### src/rtl/univ_shr.sv
// Universal shift register: hold, shift/rotate/arithmetic shift, parallel load,
// plus an auto-serialize mode that shifts a loaded word out MSB-first.
module univ_shr #(
  parameter int unsigned       WIDTH   = 4,
  parameter logic [WIDTH-1:0]  RST_VAL = '0
) (
  input  logic             clk,
  input  logic             rst,
  input  logic             en,
  input  logic [2:0]       mode,
  input  logic [WIDTH-1:0] pi,
  input  logic             sl_in,
  input  logic             sr_in,
  output logic [WIDTH-1:0] po,
  output logic             so_msb,
  output logic             so_lsb,
  output logic             busy,
  output logic             done
);

  localparam int unsigned CW = $clog2(WIDTH + 1);

  localparam logic [2:0] MODE_HOLD = 3'b000;
  localparam logic [2:0] MODE_SHL  = 3'b001;
  localparam logic [2:0] MODE_SHR  = 3'b010;
  localparam logic [2:0] MODE_ROTL = 3'b011;
  localparam logic [2:0] MODE_ROTR = 3'b100;
  localparam logic [2:0] MODE_ASR  = 3'b101;
  localparam logic [2:0] MODE_LOAD = 3'b110;
  localparam logic [2:0] MODE_SER  = 3'b111;

  typedef enum logic {
    IDLE  = 1'b0,
    SHIFT = 1'b1
  } state_t;

  state_t           state_q, state_d;
  logic [WIDTH-1:0] po_q, po_d;
  logic [CW-1:0]    cnt_q, cnt_d;
  logic             busy_q, busy_d;
  logic             done_q, done_d;

  logic             last_shift;

  assign last_shift = (cnt_q == CW'(1));

  // State and datapath registers
  always_ff @(posedge clk) begin
    if (rst) begin
      state_q <= IDLE;
      po_q    <= RST_VAL;
      cnt_q   <= '0;
      busy_q  <= 1'b0;
      done_q  <= 1'b0;
    end else begin
      state_q <= state_d;
      po_q    <= po_d;
      cnt_q   <= cnt_d;
      busy_q  <= busy_d;
      done_q  <= done_d;
    end
  end

  // Next-state logic
  always_comb begin
    state_d = state_q;
    if (en) begin
      case (state_q)
        IDLE:    if (mode == MODE_SER) state_d = SHIFT;
        SHIFT:   if (last_shift)       state_d = IDLE;
        default: state_d = IDLE;
      endcase
    end
  end

  // Datapath and handshake next values; done defaults low so it never stretches
  always_comb begin
    po_d   = po_q;
    cnt_d  = cnt_q;
    busy_d = busy_q;
    done_d = 1'b0;
    if (en) begin
      case (state_q)
        IDLE: begin
          case (mode)
            MODE_HOLD: po_d = po_q;
            MODE_SHL:  po_d = {po_q[WIDTH-2:0], sl_in};
            MODE_SHR:  po_d = {sr_in, po_q[WIDTH-1:1]};
            MODE_ROTL: po_d = {po_q[WIDTH-2:0], po_q[WIDTH-1]};
            MODE_ROTR: po_d = {po_q[0], po_q[WIDTH-1:1]};
            MODE_ASR:  po_d = {po_q[WIDTH-1], po_q[WIDTH-1:1]};
            MODE_LOAD: po_d = pi;
            MODE_SER: begin
              po_d   = pi;
              busy_d = 1'b1;
              cnt_d  = CW'(WIDTH);
            end
            default:   po_d = po_q;
          endcase
        end
        SHIFT: begin
          po_d  = {po_q[WIDTH-2:0], sl_in};
          cnt_d = cnt_q - CW'(1);
          if (last_shift) begin
            busy_d = 1'b0;
            done_d = 1'b1;
          end
        end
        default: ;
      endcase
    end
  end

  assign po     = po_q;
  assign busy   = busy_q;
  assign done   = done_q;
  assign so_msb = po_q[WIDTH-1];
  assign so_lsb = po_q[0];

endmodule

### config.mk
export PLATFORM = sky130hd
export DESIGN_NAME = univ_shr
export DESIGN_NICKNAME = d
export VERILOG_FILES = /design/src/rtl/univ_shr.sv
export SDC_FILE = /design/constraint.sdc
export NUM_CORES = 1
export LEC_CHECK = 0
export BUFFER_PORTS_ARGS = -buffer_cell sky130_fd_sc_hd__buf_4
export CELL_PAD_IN_SITES_DETAIL_PLACEMENT = 0
export CELL_PAD_IN_SITES_GLOBAL_PLACEMENT = 2
export CORE_AREA = 2 2 53 55
export CTS_CLUSTER_DIAMETER = 120
export CTS_CLUSTER_SIZE = 12
export DETAILED_ROUTE_END_ITERATION = 10
export DIE_AREA = 0 0 55 57
export PLACE_DENSITY = 0.73
export SLEW_MARGIN = 30
export SYNTH_ARGS = -nofsm -noshare
export SYNTH_HDL_FRONTEND = slang
export SYNTH_SLANG_ARGS = --single-unit
### constraint.sdc
create_clock -name clk -period 2 [get_ports clk]
set_clock_uncertainty 0.2 [all_clocks]
set_input_delay 0.3 -clock clk [delete_from_list [all_inputs] [get_ports clk]]
set_output_delay 0.3 -clock clk [all_outputs]
set_load 0.01 [all_outputs]
# [After elaboration in Yosys (flattened, before gate mapping)]
# Cells that the tools add are included.
[totals] latchBits=0 mem_count=0 mem_bits_ro=0 input_bits=12 elab_cells=39 register_bits=10 ramBits=0
[op_classes] shift=0 n_eq_ne=12 n_reduce_logical=7 n_mul=0 mux=11 add_sub_neg=1 bitwise_logic=2 div_mod_pow=0 n_lt_le_gt_ge=0
[ops] op="$pmux W4 S6" count=1
[ops] op="$eq A3 B3 Y1 const B" count=4
[ops] op="$pmux W4 S2" count=1
[ops] op="$eq A3 B1 Y1 const B" count=2
[ops] op="$eq A3 B2 Y1 const B" count=2
[ops] op="$ne A2 B2 Y1 const B" count=3
[ops] op="$pmux W3 S2" count=1
[ops] op="$reduce_and A3 Y1" count=2
[ops] op="$mux W1" count=5
[ops] op="$pmux W1 S2" count=2
[ops] op="$reduce_and A2 Y1" count=2
[ops] op="$logic_not A3 Y1" count=1
[ops] op="$mux W3" count=1
[ops] op="$reduce_or A3 Y1" count=1
[ops] op="$sub A3 B1 Y3 const B" count=1
[ops] op="$ne A2 B1 Y1 const B" count=1
[ops] op="$not A1 Y1" count=2
[ops] op="$reduce_or A2 Y1" count=1

# [Logic depth before layout (Yosys ltp)]
[depth] depth_word=4 ltp_mapped=5

# [Worst setup path after synthesis]
# No wires, ideal clock.
[synth_timing] path_type="input port to flip-flop" start="input port mode[0]" end="register po_q[3], in the netlist po[3]" setup_slack_ns=0.461 n_path_buf=1 stages=5 arrival_time_ns=1.198 required_ns=1.658 path_cell_list="buf_6 > nor2b_4 > or4_4 > a21oi_1 > a311oi_1"
[synth_between] elab_chain_cells=4
[synth_lines] item="start: declaration" line="10" source="input logic [2:0] mode,"
[synth_lines] item="$eq A3 B3 Y1" line="85" source="case (mode)"
[synth_lines] item="$reduce_or A2 Y1 (no line)"
[synth_lines] item="$pmux W4 S6" line="85"
[synth_lines] item="$pmux W4 S2" line="83" source="case (state_q)"
[synth_lines] item="end signal: assignment" line="57" source="po_q <= po_d;"
[synth_lines] item="end: declaration" line="38" source="logic [WIDTH-1:0] po_q, po_d;"
# Several ways; a longest one is shown, not always the timed one.
# A chain may end at the register's enable or synchronous reset.

# [Final worst setup path]
[layout_timing] start="register state_q" end="register po_q[3], in the netlist po[3]"
[layout_between] elab_chain_cells=3
[layout_lines] item="start: declaration" line="37" source="state_t state_q, state_d;"
[layout_lines] item="start signal: assignment" line="56" source="state_q <= state_d;"
[layout_lines] item="$not A1 Y1 (no line)"
[layout_lines] item="$ne A2 B2 Y1 (no line)"
[layout_lines] item="$reduce_and A3 Y1 (no line)"
# Several ways; a longest one is shown, not always the timed one.

==> flow_metrics.tcl <==
set metrics [dict create \
    ant_nets 0 \
    area_delta_synth_final_pct 23.22 \
    worst_pin_slew_ns 0.4899 \
    antenna_found_initial 0 \
    track_usage_pct 11.70 \
    synth_nets 99 \
    crit_required_ns 1.98 \
    ir_worst_vdd_uv 224.1 \
    core.rowCount 19 \
    synth_top_cells_by_area "dfxtp_1 (30%), nor2_1 (5.6%), o21ai_0 (4.5%), ha_1 (3.7%), nand2b_1 (3.7%)" \
    first_pass_iters 4 \
    clockRootBuffer "clkbuf_4" \
    synth_top_area_share_pct 29.96 \
    synth_cells 85 \
    core_um2 2615 \
    min_period_ns 1.595 \
    synth_warnings 0 \
    post_cts_resized 0 \
    layout_common_cells "buf_4 (19), nor2_1 (10), dfxtp_1 (10)" \
    dpl_cell_area_um2 800.8 \
    cap_violations 0 \
    drive_above_1_share_pct 25.25 \
    cts_tree "done" \
    grt_max_degree 17 \
    slowest_delay_ns 0.60 \
    drtIter0Drc 7 \
    synth_seq_area_share_pct 29.96 \
    min_path_cells 2 \
    dieWidth_um 55 \
    slowest_stage "or4_4" \
    rr_endpoint "po[3]" \
    n_antenna_cell 0 \
    grt_pass1_wl_um 2656 \
    dp_hpwl_um 1240 \
    critPathArrivalTime_ns 1.57 \
    die_h_um 57 \
    p_per_area_nw_per_um2 571.1 \
    leakagePower_uw 0.0003467 \
    first_global_vias 613 \
    dr_total_vias 639 \
    cts_sinks 10 \
    crit_chain "or4_4, a311oi_1" \
    crit_buf_inv 0 \
    seq_area_um2 200.2 \
    io_pins 20 \
    syn_area_um2 668.1 \
    vias_per_cell 4.915 \
    cp_top_family "simple AND/OR/NAND/NOR gates" \
    clockBufferDepth 2 \
    wire_per_inst_um 12.89 \
    crit_path_start_kind "flip-flop" \
    hold_class "input pin to flip-flop" \
    relSlewSlack_pct 67.29 \
    drv_slew 0 \
    wirelength_um 1676 \
    fill_cells 291 \
    grt_overflow 0 \
    status "complete, no violations" \
    yosysTopAreaCell "dfxtp_1" \
    start_util_pct 25.55 \
    rr_worst_depth 2 \
    cts_hold_buf 0 \
    rsz0062_at_grt "false" \
    r2r_slack_ns 0.40 \
    dieArea_um2 3135 \
    hold_end "po[3]" \
    syn_area_per_cell_um2 7.860 \
    tns_ns 0 \
    endpoint_kind "flip-flop" \
    finalHoldViolCount 0 \
    synth_cell_types 34 \
    multi_input_area_um2 400.4 \
    ys_ff_latch 10 \
    path_max_fanout 16 \
    htreeDepth 1 \
    cts_buffers 3 \
    drt_drc_violations_left 0 \
    finalCritPeriodShare_pct 79.75 \
    holdCritStartpoint "rst" \
    portBuffers 19 \
    clk_latency_ns 0.26 \
    cts_setup_buffers 0 \
    r2r-start "state_q" \
    setup_violations 0 \
    clk_pin_slew_worst_paths_ns 0.07 \
    fmax_mhz 626.9 \
    place_congestion 0.8048 \
    path_class "flip-flop to flip-flop" \
    layout.nets 115 \
    final_common_cell "buf_4" \
    design_area_um2 823.3 \
]
cell usage after synthesis:
cell type and count:
a211oi_1 2, a21o_1 1, a21oi_1 4, a221oi_1 2, a22oi_1 1, a311oi_1 1, a31oi_1 1, and2b_1 1
and3b_1 1, buf_2 3, buf_4 2, buf_6 1, clkbuf_1 2, dfxtp_1 10, ha_1 2, inv_1 5
mux2_2 1, mux2i_1 1, nand2_1 6, nand2b_1 4, nand3_1 2, nand3b_1 1, nand4_1 1, nand4b_1 1
nor2_1 10, nor2b_1 4, nor2b_4 1, nor3_1 2, o21ai_0 6, o311a_1 1, o32ai_1 1, o41a_1 1
o41ai_1 2, or4_4 1
cell families after synthesis:
family          share of synthesized area (%)
compound gates                          23.97
fa+ha+maj                               3.745
buf+inv                                 10.11
flops                                   29.96
mux                                     3.183
simple gates                            29.03
final cells by class:
class / instances / area share (%)
inverter: 5 / 2.280
multi-input combinational: 62 / 48.63
sequential: 10 / 24.32
timing repair buffer: 19 / 17.33
tap: 31 / 4.711
clock buffer: 3 / 2.736
metrics by stage:
stage | cells | util [%] | power, uW | hold slack [ns] | setup WS [ns]
2_1_floorplan | 85 | - | 297.7 | 0.2581 | 0.4607
3_3_place_gp | 127 | 30.62 | 338.8 | 0.2797 | 0.4005
3_5_place_dp | 127 | 30.62 | 339.3 | 0.2830 | 0.3858
4_1_cts | 130 | 31.48 | 481.6 | 0.08780 | 0.3954
5_1_grt | 130 | 31.48 | 506.1 | 0.09912 | 0.2780
6_report | 130 | 31.48 | 470.2 | 0.09679 | 0.4049
worst max-delay path by stage:
stage            start  endpoint  cells after the start
2_1_floorplan  mode[0]     po[3]                      5
3_3_place_gp   mode[0]     po[3]                      4
3_5_place_dp   mode[0]     po[3]                      4
4_1_cts        state_q     po[3]                      2
5_1_grt        state_q     po[3]                      2
6_report       state_q     po[3]                      2
worst register-to-register path, delay by kind of cell, from the launching register on:
kind             cells  cell delay [ns]
flip-flops           1             0.46
AND/OR/NAND/NOR      1             0.60
AO/OA/AOI/OAI        1             0.25
registers in the layout, summed over array words and instances, names as in the netlist:
name and cells:
po 4, busy 1, done 1, state_q 1, cnt_q 3
per-layer routing:
layer / up-vias / GRT usage [%] / share of wire (%) / wire length (um)
met3: 4 / 2.880 / 6.4 / 108
li1: 329 / - / - / -
met5: - / 0 / 0 / 0
met4: 0 / 5.923 / 1.4 / 24
met1: 287 / 15.20 / 47 / 794
met2: 19 / 17.69 / 45 / 749
report_power, final:
part | leakage, uW | switching (uW) | internal (uW)
clock | 0.0000138 | 67.3 | 69.4
combinational | 0.000251 | 52.8 | 57.5
sequential | 0.0000817 | 13.8 | 209
(Power assumes the default switching activity.)
